===== src/rtl/synth_pkg.sv =====
// Shared types and constants for the synth control-side blocks.
package synth_pkg;

    localparam int unsigned NOTE_DEPTH_DEF = 7;
    localparam int unsigned AGE_DEPTH_DEF  = 4;

    // Largest value an age counter of the given width can hold before saturating.
    function automatic int unsigned age_max(input int unsigned depth);
        return (32'd1 << depth) - 32'd1;
    endfunction

    localparam int unsigned AGE_SAT_DEF = age_max(AGE_DEPTH_DEF);

    typedef enum logic {
        ST_IDLE   = 1'b0,
        ST_RETRIG = 1'b1
    } alloc_state_e;

endpackage


===== src/rtl/voice_select.sv =====
// Combinational note-on voice picker: same-note retrigger, free voice,
// oldest released voice, then oldest gated voice (steal).
module voice_select
    import synth_pkg::*;
#(
    parameter int unsigned VOICES     = 4,
    parameter int unsigned NOTE_DEPTH = NOTE_DEPTH_DEF,
    parameter int unsigned AGE_DEPTH  = AGE_DEPTH_DEF,
    parameter int unsigned IDX_W      = (VOICES > 1) ? $clog2(VOICES) : 1
) (
    input  logic [VOICES-1:0]            gate_i,
    input  logic [VOICES-1:0]            running_i,
    input  logic [VOICES*NOTE_DEPTH-1:0] voice_note_i,
    input  logic [VOICES*AGE_DEPTH-1:0]  ages_i,
    input  logic [NOTE_DEPTH-1:0]        note_i,
    output logic [IDX_W-1:0]             sel_c_o,
    output logic                         retrig_c_o,
    output logic                         steal_c_o
);

    logic                 same_found, free_found, rel_found, gated_found;
    logic [IDX_W-1:0]     same_idx, free_idx, rel_idx, old_idx;
    logic [AGE_DEPTH-1:0] rel_age, old_age, age_v;

    // Candidate scan per rule; strict '>' keeps the lowest index on age ties.
    always_comb begin
        same_found  = 1'b0;
        free_found  = 1'b0;
        rel_found   = 1'b0;
        gated_found = 1'b0;
        same_idx    = '0;
        free_idx    = '0;
        rel_idx     = '0;
        old_idx     = '0;
        rel_age     = '0;
        old_age     = '0;
        age_v       = '0;
        for (int i = 0; i < VOICES; i++) begin
            age_v = ages_i[i*AGE_DEPTH +: AGE_DEPTH];
            if (gate_i[i] && (voice_note_i[i*NOTE_DEPTH +: NOTE_DEPTH] == note_i) && !same_found) begin
                same_found = 1'b1;
                same_idx   = IDX_W'(i);
            end
            if (!gate_i[i] && !running_i[i] && !free_found) begin
                free_found = 1'b1;
                free_idx   = IDX_W'(i);
            end
            if (!gate_i[i] && running_i[i] && (!rel_found || (age_v > rel_age))) begin
                rel_found = 1'b1;
                rel_idx   = IDX_W'(i);
                rel_age   = age_v;
            end
            if (gate_i[i] && (!gated_found || (age_v > old_age))) begin
                gated_found = 1'b1;
                old_idx     = IDX_W'(i);
                old_age     = age_v;
            end
        end
    end

    always_comb begin
        sel_c_o    = old_idx;
        retrig_c_o = 1'b0;
        steal_c_o  = 1'b0;
        if (same_found) begin
            sel_c_o    = same_idx;
            retrig_c_o = 1'b1;
        end else if (free_found) begin
            sel_c_o = free_idx;
        end else if (rel_found) begin
            sel_c_o = rel_idx;
        end else begin
            retrig_c_o = gated_found;
            steal_c_o  = gated_found;
        end
    end

endmodule


===== src/rtl/voice_allocator.sv =====
// Polyphonic note-to-voice allocator driving per-voice envelope gates, with
// oldest-voice stealing and a one-cycle gate-low gap on retrigger.
module voice_allocator
    import synth_pkg::*;
#(
    parameter int unsigned VOICES     = 4,
    parameter int unsigned NOTE_DEPTH = NOTE_DEPTH_DEF,
    parameter int unsigned AGE_DEPTH  = AGE_DEPTH_DEF
) (
    input  logic                         Clock,
    input  logic                         Reset,
    input  logic                         NoteValid,
    input  logic                         NoteOn,
    input  logic [NOTE_DEPTH-1:0]        Note,
    output logic                         NoteReady,
    input  logic [VOICES-1:0]            Running,
    output logic [VOICES-1:0]            Gate,
    output logic [VOICES*NOTE_DEPTH-1:0] VoiceNote,
    output logic                         Stolen
);

    localparam int unsigned IDX_W = (VOICES > 1) ? $clog2(VOICES) : 1;
    localparam logic [AGE_DEPTH-1:0] AGE_SAT = AGE_DEPTH'(age_max(AGE_DEPTH));

    alloc_state_e                state_q, state_d;
    logic [VOICES-1:0]            gate_q, gate_d;
    logic [VOICES*NOTE_DEPTH-1:0] vnote_q, vnote_d;
    logic [VOICES*AGE_DEPTH-1:0]  ages_q, ages_d;
    logic [NOTE_DEPTH-1:0]        latch_note_q, latch_note_d;
    logic [IDX_W-1:0]             latch_idx_q, latch_idx_d;
    logic                         stolen_q, stolen_d;
    logic                         ready_q, ready_d;

    logic                         accept;
    logic [IDX_W-1:0]             sel_c;
    logic                         retrig_c, steal_c;
    logic [AGE_DEPTH-1:0]         age_v;

    assign accept = NoteValid & ready_q;

    voice_select #(
        .VOICES     (VOICES),
        .NOTE_DEPTH (NOTE_DEPTH),
        .AGE_DEPTH  (AGE_DEPTH),
        .IDX_W      (IDX_W)
    ) u_select (
        .gate_i       (gate_q),
        .running_i    (Running),
        .voice_note_i (vnote_q),
        .ages_i       (ages_q),
        .note_i       (Note),
        .sel_c_o      (sel_c),
        .retrig_c_o   (retrig_c),
        .steal_c_o    (steal_c)
    );

    always_ff @(posedge Clock or negedge Reset) begin
        if (!Reset) begin
            state_q <= ST_IDLE;
        end else begin
            state_q <= state_d;
        end
    end

    always_comb begin
        state_d = state_q;
        case (state_q)
            ST_IDLE:   if (accept && NoteOn && retrig_c) state_d = ST_RETRIG;
            ST_RETRIG: state_d = ST_IDLE;
            default:   state_d = ST_IDLE;
        endcase
    end

    // Gate/note/age updates; a retrigger parks the voice low for one cycle.
    always_comb begin
        gate_d       = gate_q;
        vnote_d      = vnote_q;
        ages_d       = ages_q;
        latch_note_d = latch_note_q;
        latch_idx_d  = latch_idx_q;
        stolen_d     = 1'b0;
        ready_d      = (state_d == ST_IDLE);
        age_v        = '0;
        case (state_q)
            ST_RETRIG: begin
                for (int i = 0; i < VOICES; i++) begin
                    if (IDX_W'(i) == latch_idx_q) begin
                        gate_d[i]                            = 1'b1;
                        vnote_d[i*NOTE_DEPTH +: NOTE_DEPTH] = latch_note_q;
                    end
                end
            end
            default: begin
                if (accept && NoteOn) begin
                    stolen_d = steal_c;
                    if (retrig_c) begin
                        latch_note_d = Note;
                        latch_idx_d  = sel_c;
                    end
                    for (int i = 0; i < VOICES; i++) begin
                        age_v = ages_q[i*AGE_DEPTH +: AGE_DEPTH];
                        if (IDX_W'(i) == sel_c) begin
                            ages_d[i*AGE_DEPTH +: AGE_DEPTH] = '0;
                            gate_d[i]                        = !retrig_c;
                            if (!retrig_c) vnote_d[i*NOTE_DEPTH +: NOTE_DEPTH] = Note;
                        end else if (age_v != AGE_SAT) begin
                            ages_d[i*AGE_DEPTH +: AGE_DEPTH] = age_v + AGE_DEPTH'(1);
                        end
                    end
                end else if (accept) begin
                    for (int i = 0; i < VOICES; i++) begin
                        if (gate_q[i] && (vnote_q[i*NOTE_DEPTH +: NOTE_DEPTH] == Note)) gate_d[i] = 1'b0;
                    end
                end
            end
        endcase
    end

    always_ff @(posedge Clock or negedge Reset) begin
        if (!Reset) begin
            gate_q       <= '0;
            vnote_q      <= '0;
            ages_q       <= '0;
            latch_note_q <= '0;
            latch_idx_q  <= '0;
            stolen_q     <= 1'b0;
            ready_q      <= 1'b1;
        end else begin
            gate_q       <= gate_d;
            vnote_q      <= vnote_d;
            ages_q       <= ages_d;
            latch_note_q <= latch_note_d;
            latch_idx_q  <= latch_idx_d;
            stolen_q     <= stolen_d;
            ready_q      <= ready_d;
        end
    end

    assign Gate      = gate_q;
    assign VoiceNote = vnote_q;
    assign Stolen    = stolen_q;
    assign NoteReady = ready_q;

endmodule


===== config.mk =====
export PLATFORM = sky130hd
export DESIGN_NAME = voice_allocator
export DESIGN_NICKNAME = d
export VERILOG_FILES = /design/src/rtl/synth_pkg.sv /design/src/rtl/voice_select.sv /design/src/rtl/voice_allocator.sv
export SDC_FILE = /design/constraint.sdc
export NUM_CORES = 1
export LEC_CHECK = 0
export BUFFER_PORTS_ARGS = -buffer_cell sky130_fd_sc_hd__buf_2
export CORE_UTILIZATION = 30
export CTS_BUF_LIST = sky130_fd_sc_hd__clkbuf_16
export CTS_CLUSTER_SIZE = 14
export DETAILED_ROUTE_END_ITERATION = 8
export PLACE_DENSITY = 0.49
export RECOVER_POWER = 25
export SYNTH_ARGS = -nofsm -noshare
export SYNTH_HDL_FRONTEND = slang
export SYNTH_HIERARCHICAL = 1
export SYNTH_SLANG_ARGS = --single-unit
export TNS_END_PERCENT = 1

===== constraint.sdc =====
create_clock -name Clock -period 4.9 [get_ports Clock]
set_input_delay 1.47 -clock Clock [delete_from_list [all_inputs] [get_ports Clock]]
set_output_delay 1.47 -clock Clock [all_outputs]
set_load 0.05 [all_outputs]

After elaboration in Yosys (flattened, before gate mapping) --
Index checks and enable logic that the tools add are counted.
Operators by class: add/subtract/negate cells 4, $lt $le $gt $ge 6, equal/unequal tests 23, muxes and demuxes 79, bitwise logic cells 3, reductions and logical operators 82
Operators with widths (number):
- $mux W4 | 17
- $mux W7 | 9
- $mux W28 | 2
- $mux W1 | 39
- $reduce_and A4 Y1 | 8
- $eq A7 B7 Y1 | 4
- $logic_and A1 B1 Y1 | 26
- $gt A4 B4 Y1 | 6
- $mux W2 | 11
- $logic_not A1 Y1 | 21
- $reduce_bool A2 Y1 | 9
- $add A4 B1 Y4 const B | 4
- $ne A4 B4 Y1 const B | 4
- $reduce_and A3 Y1 | 5
- $reduce_bool A3 Y1 | 5
- $ne A3 B2 Y1 const B | 4
- $eq A2 B2 Y1 const A | 4
- $ne A2 B1 Y1 const B | 4
- $logic_or A1 B1 Y1 | 6
- $eq A1 B2 Y1 const A | 2
- $logic_not A2 Y1 | 2
- $ne A2 B2 Y1 const B | 1
- $not A1 Y1 | 2
- $pmux W1 S2 | 1
- $and A1 B1 Y1 | 1
Storage, ports and cells: register bits 60, input port bits 15, output and inout port bits 34, logic and storage cells 214

Logic depth before layout (Yosys ltp) --
Gate-level depths: netlist of run 1.
depth after elaboration 22, mapped depth 27, gate-level depth less buffers 24

By module --
Netlist of run 1, hierarchy kept.
By module, submodules not included:
- voice_allocator | times used 1, cells an instance 304, area each 3069.2 um2, seq. area each 1502.7 um2
- voice_select | times used 1, cells an instance 189, area each 1382.6 um2, seq. area each 0.0 um2

Least setup slack after synthesis of run 1 --
Ideal clock, no wire load.
kind input-to-reg, start input port Running[0], end register vnote_q[11] (netlist: VoiceNote[11]), setup time 138 ps, arrival time 6185 ps, required time 4762 ps, path slack -1423 ps, stages 26, buffers on the path 3, cell sequence nor2b_1 clkbuf_1 nand2_1 ha_1 o21ai_0 a21oi_1 o31ai_2 a31oi_1 ha_1 and2b_2 o211ai_1 a211oi_4 mux2_2 ha_1 nor2b_1 o211ai_1 a21oi_1 nor4_2 a21oi_1 o31a_1 buf_2 nor3b_1 o22ai_1 buf_2 nand2_1 o21ai_0
On the way: longest elaborated chain between the ends 20, elaborated cells on any way between the ends 48, those cells by class order compare: 3; eq/ne: 2; mux: 23; reduce/logical: 20
Ends and longest elaborated chain:
- from (decl) | RTL line voice_allocator.sv:16 | input logic [VOICES-1:0] Running,
- $logic_and A1 B1 Y1 | RTL line voice_select.sv:48 | if (!gate_i[i] && running_i[i] && (!rel_found || (age_v > rel_age))) begin
- $mux W4 or $mux W1 (tied branches) | RTL line voice_select.sv:48
- $gt A4 B4 Y1 or $logic_not A1 Y1 (tied branches) | RTL line voice_select.sv:48
- $logic_or A1 B1 Y1 | RTL line voice_select.sv:48
- $logic_and A1 B1 Y1 | RTL line voice_select.sv:48
- $mux W4 or $mux W1 (tied branches) | RTL line voice_select.sv:48
- $gt A4 B4 Y1 or $logic_not A1 Y1 (tied branches) | RTL line voice_select.sv:48
- $logic_or A1 B1 Y1 | RTL line voice_select.sv:48
- (+5 left out)
- $mux W2 or $mux W1 (tied branches) | RTL line voice_select.sv:48
- $mux W2 | RTL line voice_select.sv:70 | end else if (rel_found) begin
- $mux W2 (*) | RTL line voice_select.sv:68 | end else if (free_found) begin
- $mux W2 (*) | RTL line voice_select.sv:65 | if (same_found) begin
- via sel_c[1] | RTL line voice_allocator.sv:35 | logic [IDX_W-1:0] sel_c;
- $eq A1 B2 Y1 (*) | RTL line voice_allocator.sv:102 | if (IDX_W'(i) == sel_c) begin
- $reduce_bool A2 Y1 (no source line) (*)
- $reduce_and A4 Y1 (no source line) (*)
- to (signal assigned) | RTL line voice_allocator.sv:130 | vnote_q <= vnote_d;
- to (decl) | RTL line voice_allocator.sv:27 | logic [VOICES*NOTE_DEPTH-1:0] vnote_q, vnote_d;
Mark *: on every way through the listed nets, which the timed path passes. The rest lies on a longest branch. A chain may end at the register's enable or synchronous reset.

Worst setup path after layout of run 1 --
start input port Running[0], end register gate_q[1] (netlist: Gate[1])
On the way: elaborated cells on any way between the ends 51, those cells by class order compare: 3; eq/ne: 2; mux: 26; reduce/logical: 20
RTL lines:
- $logic_and A1 B1 Y1 | RTL line voice_select.sv:48
- $mux W4 or $mux W1 (tied branches) | RTL line voice_select.sv:48
- $gt A4 B4 Y1 or $logic_not A1 Y1 (tied branches) | RTL line voice_select.sv:48
- $logic_or A1 B1 Y1 | RTL line voice_select.sv:48
- $logic_and A1 B1 Y1 | RTL line voice_select.sv:48
- $mux W4 or $mux W1 (tied branches) | RTL line voice_select.sv:48
- $gt A4 B4 Y1 or $logic_not A1 Y1 (tied branches) | RTL line voice_select.sv:48
- $logic_or A1 B1 Y1 | RTL line voice_select.sv:48
- (+5 left out)
- $mux W2 or $mux W1 (tied branches) | RTL line voice_select.sv:48
- $mux W2 | RTL line voice_select.sv:70
- $mux W2 (*) | RTL line voice_select.sv:68
- $mux W2 (*) | RTL line voice_select.sv:65
- via sel_c[0] | RTL line voice_allocator.sv:35
- $eq A1 B2 Y1 (*) | RTL line voice_allocator.sv:102
- $ne A3 B2 Y1 (no source line) (*)
- $reduce_and A4 Y1 (no source line) (*)
- to (signal assigned) | RTL line voice_allocator.sv:129 | gate_q <= gate_d;
- to (decl) | RTL line voice_allocator.sv:26 | logic [VOICES-1:0] gate_q, gate_d;
Mark *: on every way through the listed nets, which the timed path passes. The rest lies on a longest branch. The select of a mux whose other input is x is not followed.

==> flow_summary.toml, run 1 <==
[setup_path]
r2r.worst_path.cells = 27
r2r-start = "Gate[0]"
cp_slowest_cell = "a211oi_4"
critical_path_buf_inv_count = 3
crit_path_start_kind = "input pin"
rr_endpoint = "ages_q[9]"
r2r_slack_ns = -0.56
path_delay_family = "compound AO/OA/AOI/OAI gates"
worstPathMaxFanout = 7
max_stage_delay_ns = 0.40
worstSetupPathType = "input pin to register"
end_kind = "register"
critPathArrivalTime_ns = 6.25
critical_path_required_ns = 5.10

[worst_hold_path]
worstHoldPathCells = 1
hold_path.startpoint = "latch_note_q[6]"
hold_end = "latch_note_q[6]"
holdCritPathClass = "register to register"

[synth]
yosysSeqAreaShare_pct = 33.8
synth_ff_type = "dfrtp_1"
synthArstFlopShare_pct = 100
synth.avg_cell_area_um2 = 9.03
ys_ff_latch = 60
netlist_area_um2 = 4450
synth_edf_count = 0
yosys_warnings = 6
yosysUniqueCellTypes = 58
syn_inst = 493
syn_nets = 536

[placed_design]
hpwl_um = 9800
gp_congestion = 0.834
dp_slack_ns = -1.71
placed_area_um2 = 5260
portBuffers = 48

[job]
maxCapViolCount = 1

[drt]
drt-initial-drc-count = 244
route.detailed.drc = 0
antenna_left = 0
drtPass1Iterations = 4
vias_per_cell = 5.20
routed_wl_um = 13400
wire_per_inst_um = 17.5
vias = 3998

[sta]
timing.final.crit_share_pct = 124
worst_slew_pin_slew_ns = 2.26
final_hold_viol_count = 0
rsz0062_at_grt = "yes"
skew_ns = 0.0113
fin_setup_tns_ns = -53.06
finalWorstSetupSlack_ns = -1.15
period_minus_slack_ns = 6.05
setup_viol = 50
drv_slew = 41
fmax_mhz = 165
slew-limit-headroom_pct = -50.5

[clock_network]
path_clk_slew_ns = 0.05
cts_buffers = 9
htree_num_levels = 3
cts_sinks = 60
cts-root-buf = "clkbuf_16"
clock_latency_ns = 0.34
cts_tree = "yes"
cts_max_path_buffers = 2

[global_routing]
grt_pass1_vias = 3925
grt_pass1_wl_um = 21000
antenna_found_initial = 0
gr-usage-all-layers_pct = 18.2
grt_overflow_total = 0
grt_max_degree = 41

[run_status]
run_status = "complete, but fails checks"
failed_checks = "max-capacitance violations, max-slew violations, negative setup slack"

[floorplanning]
die_h_um = 124
dieArea_um2 = 15300
initial_core_util_pct = 30.7
ios = 49
rows = 44
fp.dieW_um = 124
coreArea_um2 = 14500

[finish]
postLayoutCellArea_um2 = 5780
antenna-diode-count = 0
fin_util_pct = 39.9
syn_to_final_growth_pct = 29.8
drive_above_1_share_pct = 29.7
nets = 624

[power]
ir_drop_mv = 0.365
powerDensity_nw_per_um2 = 866
power_mw = 5.00
p_leak_nw = 2.51
worst max path at each step:
stage / start / endpoint / slack [ns] / cells after the start
6_report: Running[0] / Gate[1] / -1.15 / 25
5_1_grt: Running[0] / VoiceNote[19] / -1.37 / 26
4_1_cts: Running[0] / Gate[0] / -1.06 / 24
3_5_place_dp: Running[0] / VoiceNote[14] / -1.71 / 24
3_3_place_gp: Running[0] / Gate[0] / -1.55 / 24
2_1_floorplan: Running[0] / VoiceNote[11] / -1.15 / 26
Yosys cell counts (all sizes together) (9+ instances only):
cell type | number | area share [%]
dfrtp | 59 | 33
inv | 16 | 1.3
ha | 28 | 7.9
nand2 | 61 | 5.1
clkbuf | 9 | 0.76
nand2b | 11 | 1.8
o21ai | 49 | 5.5
mux2 | 17 | 4.3
a21oi | 27 | 3.1
nor2b | 10 | 1.4
xnor2 | 52 | 11
buf | 20 | 3.0
nor2 | 20 | 1.7
nand4 | 17 | 2.4
nand3 | 18 | 2.0
stage by stage:
| stage | hold WS, ns | instances |
|---|---|---|
| finish | 0.507 | 769 |
| CTS | 0.510 | 763 |
| global route | 0.533 | 769 |
| global placement | 0.489 | 747 |
| detailed placement | 0.498 | 747 |
| floorplan | 0.479 | 493 |
flip-flops by register name (all words and copies together), names as in the netlist:
name	count
latch_note_q	7
Gate	4
latch_idx_q	2
Stolen	1
NoteReady	1
state_q	1
ages_q	16
VoiceNote	28
where the power goes:
group	leakage [nW]	internal (mW)	switching [mW]	total, mW
combinational	1.63	1.54	1.84	3.38
sequential	0.751	0.706	0.306	1.01
clock	0.130	0.385	0.224	0.609
layer usage:
metal,up-vias,GRT usage (%),share of wire (%)
li1,1938,-,-
met4,0,5.87,1.3
met5,-,0,0
met1,1968,24.3,47
met3,12,3.02,3.6
met2,80,30.0,48
cell families after synthesis:
family          count (synthesis)  synth area share [%]
simple gates                  163                  18.9
mux                            25                  6.10
compound gates                116                  16.6
flops                          60                  33.8
buf+inv                        45                  5.09
xor+xnor                       56                  11.8
fa+ha+maj                      28                  7.87
area by class of cell:
cell class,count,area (µm²)
fill,1447,8700
timing repair buffer,105,741
inverter,16,60.1
tap,184,230
clock buffer,9,225
multi-input combinational,389,2960
sequential,60,1500
clock inverter,6,56.3
what timing repair did:
action	in CTS	in global routing
pin swaps	7	18
cloned	1	3
setup buffers	0	3
hold buffers	0	0
endpoints found under the setup margin	50	50
gates resized for setup	7	23
placed cells by master, fill, tap and decap left out, types with 3 or more instances in the layout:
| cell type | n |
|---|---|
| mux2i_1 | 8 |
| dfrtp_1 | 59 |
| a31oi_1 | 3 |
| clkbuf_16 | 11 |
| o211ai_1 | 3 |
| a211oi_1 | 3 |
| a21oi_2 | 4 |
| and2_1 | 3 |
| nor2b_1 | 8 |
| a41oi_1 | 4 |
| o21ai_0 | 35 |
| and4b_1 | 3 |
| and3b_1 | 3 |
| buf_12 | 3 |
| nor2_1 | 20 |
| clkinv_1 | 3 |
| o21ai_1 | 14 |
| a21oi_1 | 22 |
| nand2_1 | 61 |
| nand2b_1 | 8 |
| mux2_2 | 16 |
| o22ai_2 | 3 |
| ha_4 | 6 |
| buf_4 | 50 |
| xor2_1 | 4 |
| nand4_1 | 17 |
| o311ai_0 | 3 |
| ha_1 | 22 |
| buf_2 | 48 |
| inv_1 | 16 |
| nand3_1 | 18 |
| a221o_1 | 3 |
| xnor2_1 | 49 |
Note: power is estimated with default switching activity, not from simulation.
==> inputs of run 2 (changes only) <==
SKIP_LAST_GASP = 1   (was unset)
==> run 2 against run 1 <==
Critical path depth grew 1; cell area shrank 0.22%; largest power group unchanged; worst hold slack barely moved; register-to-register slack about the same; clock-buffer cell count did not move; sequential share of layout area up 0.056 points; critical endpoint is now VoiceNote[19]; largest cell class unchanged; the run still ends with max-capacitance violations, max-slew violations, negative setup slack left; global-route usage unchanged.
==> flow_summary.toml, run 2 (synthesized netlist as in run 1, its figures left out) <==
[global_routing]
grt_pass1_vias = 3928
grtUsageMet3_pct = 3.02
grt_overflow_total = 0
antenna_found_initial = 0
grt_pass1_wl_um = 21000
grtUsageMet1_pct = 24.3
gr-usage-all-layers_pct = 18.2
grt_max_degree = 41
grt-busiest-layer = "met2"
grt.met2_usage_pct = 30.0

[clock_network]
cts_buffers = 9
path_clk_slew_ns = 0.05
cts_max_path_buffers = 2
cts-root-buf = "clkbuf_16"
htree_num_levels = 3
cts_sinks = 60
cts_tree = "yes"
clock_latency_ns = 0.34

[sta]
final_hold_viol_count = 0
fmax_mhz = 165
rsz0062_at_grt = "yes"
finalHoldWorstSlack_ns = 0.507
period_minus_slack_ns = 6.07
skew_ns = 0.0124
slew-limit-headroom_pct = -48.9
timing.final.crit_share_pct = 124
finalWorstSetupSlack_ns = -1.17
drv_slew = 41
worst_slew_pin_slew_ns = 2.23
setup_viol = 50

[drt]
wire_per_inst_um = 17.4
vias_per_cell = 5.27
vias = 4051
route.detailed.drc = 0
drtPass1Iterations = 5
routed_wl_um = 13400
drt-initial-drc-count = 252
antenna_left = 0

[floorplanning]
ios = 49
initial_core_util_pct = 30.7
fp.dieW_um = 124
die_h_um = 124
dieArea_um2 = 15300
rows = 44
coreArea_um2 = 14500

[placed_design]
portBuffers = 48
hpwl_um = 9800
gp_congestion = 0.834
dp_slack_ns = -1.71

[finish]
drive_above_1_share_pct = 29.6
mostFrequentLayoutCell = "nand2_1"
nets = 624
largest_reg_flops = 28
antenna-diode-count = 0
layout_common_cells = "nand2_1 (61), dfrtp_1 (59), buf_4 (50)"
syn_to_final_growth_pct = 29.5

[setup_path]
worstSetupPathType = "input pin to register"
end_kind = "register"
critical_path_required_ns = 5.10
worstPathMaxFanout = 7
crit_path_start_kind = "input pin"
critPathArrivalTime_ns = 6.27

[power]
p_leak_nw = 2.51
powerDensity_nw_per_um2 = 868
ir_drop_mv = 0.366
power_mw = 5.00

[run_status]
failed_checks = "max-capacitance violations, max-slew violations, negative setup slack"
run_status = "complete, but fails checks"

[worst_hold_path]
holdCritPathClass = "register to register"

[job]
maxCapViolCount = 1
[run 2: report_power, final]
part / leakage, nW / total (mW) / internal [mW] / switching, mW
combinational: 1.63 / 3.38 / 1.54 / 1.84
clock: 0.130 / 0.611 / 0.385 / 0.226
sequential: 0.751 / 1.01 / 0.706 / 0.305
total: 2.51 / 5.00 / 2.63 / 2.37
[run 2: path summary, 6_finish.rpt]
check                                 from              end  slack, ns  depth (start not counted)
max in group asynchronous            Reset          Gate[1]       1.79                          2
hold reg to reg            latch_note_q[6]  latch_note_q[6]       0.51                          1
hold / removal             latch_note_q[6]  latch_note_q[6]       0.51                          1
setup / recovery                Running[0]    VoiceNote[19]      -1.17                         26
min in group asynchronous            Reset    VoiceNote[25]       1.79                          1
setup reg to reg                   Gate[0]    VoiceNote[19]      -0.55                         25
[run 2: area by class of cell]
type | count | area [µm²]
clock inverters | 6 | 56.3
repair buffers | 105 | 741
clock buffers | 9 | 225
inverters | 16 | 60.1
well taps | 184 | 230
multi-input cells | 389 | 2950
fillers | 1448 | 8710
flip-flops and latches | 60 | 1500
[run 2: critical path, cell delays in order]
cell       delay [ns]
buf_2            0.10
nor2b_4          0.18
and2_4           0.16
ha_1             0.22
and4_4           0.16
a21oi_4          0.19
o31ai_4          0.13
nor2_1           0.14
a31oi_2          0.06
ha_1             0.31
and2b_2          0.14
o211ai_1         0.17
a211oi_4         0.40
mux2_4           0.35
ha_4             0.27
nor2b_4          0.14
o211ai_1         0.13
a21oi_2          0.20
nor4_2           0.05
a21oi_1          0.17
o31a_1           0.35
nor3b_4          0.28
o22ai_4          0.14
clkbuf_16        0.23
nand2_1          0.06
o21ai_0          0.07
[run 2: per-stage QoR]
stage	utilization (%)	instances	TNS, ns	instance area, µm²
2_1_floorplan	-	493	-51.33	4560
3_3_place_gp	36.3	747	-72.52	5260
3_5_place_dp	36.3	747	-80.42	5260
4_1_cts	38.5	763	-49.72	5570
5_1_grt	39.8	769	-63.28	5760
6_report	39.8	769	-53.52	5760
[run 2: per-layer routing]
metal	vias up	share of wire [%]
met5	-	0
met4	0	1.5
met3	18	4.3
met2	124	48
met1	1970	46
li1	1939	-
[run 2: repair_timing]
item / in CTS / in global routing
gates cloned: 1 / 3
setup endpoints to repair: 50 / 50
hold buffers: 0 / 0
resized for setup: 5 / 22
pin swaps: 7 / 18
setup buffers: 0 / 3
==> inputs of run 3 (changes only) <==
ABC_AREA = 1   (was unset)
CAP_MARGIN = 30   (was unset)
PLACE_DENSITY = unset   (was 0.49)
PLACE_DENSITY_LB_ADDON = 0.2   (was unset)
==> run 3 against run 2 <==
The flow still finishes with violations (max-capacitance violations, max-slew violations, negative setup slack); via count is 12% higher; combinational power is 14% lower; clock-buffer cell count stayed put; critical path type unchanged; non-clock buffer count is 3 lower; area after synthesis is 5.5% higher; register-to-register slack better by 0.72 ns; largest cell class unchanged.
==> flow_summary.toml, run 3 <==
[drt]
routed_wl_um = 14400
drtPass1Iterations = 5
drt-initial-drc-count = 216
vias_per_cell = 4.52
route.detailed.drc = 0
antenna_left = 0
wire_per_inst_um = 14.4
vias = 4526

[placed_design]
gp_congestion = 0.825
hpwl_um = 11300
dp_slack_ns = -0.725
portBuffers = 48

[synth]
synth_mux_area_share_pct = 0
synthArstFlopShare_pct = 100
yosysUniqueCellTypes = 44
yosys_warnings = 6
synth_top_family_by_area = "simple AND/OR/NAND/NOR gates"
synth_area_leaders = "dfrtp_1 (31%), nand2_1 (19%), ha_1 (7.5%)"
syn_inst = 683
yosysSeqAreaShare_pct = 32.0
synth_xor_area_share_pct = 4.85
ys_ff_latch = 60
synthSimpleGateAreaFrac_pct = 30.8
synth_common_cells = "nand2_1 (234), inv_1 (88), dfrtp_1 (59), o21ai_0 (49), nor2_1 (45)"
netlist_area_um2 = 4700
synth_adder_area_share_pct = 7.46
synth_edf_count = 0
post-synth-top-count-cell = "nand2_1"
synth_compound_area_share_pct = 15.2
synth_top_area_share_pct = 31.4
synth_top_area_cell = "dfrtp_1"
synth.avg_cell_area_um2 = 6.88
synth_ff_type = "dfrtp_1"
syn_nets = 726

[sta]
setup_viol = 48
drv_slew = 39
finalWorstSetupSlack_ns = -0.380
period_minus_slack_ns = 5.28
skew_ns = 0.0111
slew-limit-headroom_pct = -46.6
timing.final.crit_share_pct = 108
rsz0062_at_grt = "yes"
final_hold_viol_count = 0
worst_slew_pin_slew_ns = 2.20
fmax_mhz = 189

[floorplanning]
dieArea_um2 = 16200
rows = 45
die_h_um = 127
fp.dieW_um = 127
ios = 49
coreArea_um2 = 15300
initial_core_util_pct = 30.8

[clock_network]
path_clk_slew_ns = 0.05
cts_sinks = 60
cts-root-buf = "clkbuf_16"
cts_max_path_buffers = 2
clock_latency_ns = 0.34
ctsHoldBuffers = 0
cts_tree = "yes"
cts_buffers = 9
htree_num_levels = 3

[setup_path]
worstSetupPathType = "input pin to register"
max_stage_delay_ns = 0.32
critical_path_buf_inv_count = 6
path_delay_family = "simple AND/OR/NAND/NOR gates"
end_kind = "register"
r2r-start = "Gate[0]"
crit_cells = 39
r2r_slack_ns = 0.17
worstPathMaxFanout = 8
cp_slowest_cell = "ha_1"
r2r.worst_path.cells = 39
cpMostUsedCell = "nand2_1"
rr_endpoint = "VoiceNote[15]"
crit_path_start_kind = "input pin"
critPathArrivalTime_ns = 5.53
critical_path_required_ns = 5.15

[global_routing]
grt_pass1_vias = 4284
grt_overflow_total = 0
antenna_found_initial = 0
grt_max_degree = 39
grt_pass1_wl_um = 23000
gr-usage-all-layers_pct = 18.7

[power]
ir_drop_mv = 0.380
powerDensity_nw_per_um2 = 744
p_leak_nw = 3.17

[finish]
antenna-diode-count = 0
nets = 830
largest_reg_flops = 28
drive_above_1_share_pct = 24.7
layout_common_cells = "nand2_1 (218), inv_1 (87), dfrtp_1 (59)"
syn_to_final_growth_pct = 28.1
fin_util_pct = 39.4
mostFrequentLayoutCell = "nand2_1"

[worst_hold_path]
holdCritPathClass = "register to register"
hold_path.startpoint = "latch_note_q[0]"
hold_end = "latch_note_q[0]"
worstHoldPathCells = 2

[run_status]
run_status = "complete, but fails checks"
failed_checks = "max-capacitance violations, max-slew violations, negative setup slack"

[job]
maxCapViolCount = 1
run 3: cell count changes after synthesis, sizes merged, moves of 12 or more:
cell	before	now
nand2	61	243
inv	16	100
xnor2	52	15
nor2	20	49
o21ai	49	69
mux2	17	0
nand4	17	5
run 3: cell type report:
type | instances | area (µm²)
fill | 1675 | 9240
multi-input combinational | 513 | 2920
sequential | 60 | 1500
timing repair buffer | 102 | 694
inverter | 101 | 389
tap | 211 | 264
clock buffer | 9 | 225
clock inverter | 6 | 26.3
run 3: worst max-delay path by stage:
stage / start / end / slack (ns)
2_1_floorplan: Running[0] / VoiceNote[3] / -0.32
4_1_cts: Running[0] / ages_q[2] / -0.36
5_1_grt: Running[0] / VoiceNote[19] / -0.79
3_5_place_dp: Running[0] / VoiceNote[25] / -0.73
3_3_place_gp: Running[0] / VoiceNote[25] / -0.69
6_report: Running[0] / VoiceNote[15] / -0.38
run 3: stage by stage:
| stage | cells | TNS [ns] | hold WS, ns | total power, mW | area [µm²] |
|---|---|---|---|---|---|
| floorplan | 683 | -10.41 | 0.453 | 2.94 | 4710 |
| global placement | 979 | -28.37 | 0.472 | 3.78 | 5510 |
| detailed placement | 979 | -31.62 | 0.477 | 3.77 | 5510 |
| CTS | 995 | -15.04 | 0.490 | 4.35 | 5780 |
| global route | 1002 | -35.39 | 0.507 | 4.91 | 6020 |
| finish | 1002 | -15.20 | 0.486 | 4.48 | 6020 |
run 3: repair_timing:
item                       CTS  global route
pin swaps                    0            35
resized for setup            1            54
gates cloned                 0             2
buffers inserted             1             5
setup endpoints to repair   48            50
run 3: kinds of logic after synthesis:
kind of cell,Yosys count
AND/OR/NAND/NOR,338
AO/OA/AOI/OAI,120
buffers and inverters,111
flip-flops,60
adder cells (fa/ha/maj),28
XOR/XNOR,26
run 3: report_power, final:
| part | internal, mW | leakage [nW] | switching [mW] |
|---|---|---|---|
| combinational | 1.08 | 2.30 | 1.83 |
| clock | 0.329 | 0.130 | 0.222 |
| sequential | 0.717 | 0.742 | 0.302 |
run 3: per-layer routing:
layer  GRT usage, %  part of all wire, %
met2           33.1                   50
met5              0                    0
met4           5.04                 0.96
met1           23.5                   46
met3           3.14                  2.9
run 3: worst register-to-register path: cells and delay by family (launching register included):
family          cells  cell delay, ns
fa+ha+maj           3            0.90
flops               1            0.48
compound gates      6            0.70
simple gates       24            1.84
buf+inv             6            0.74
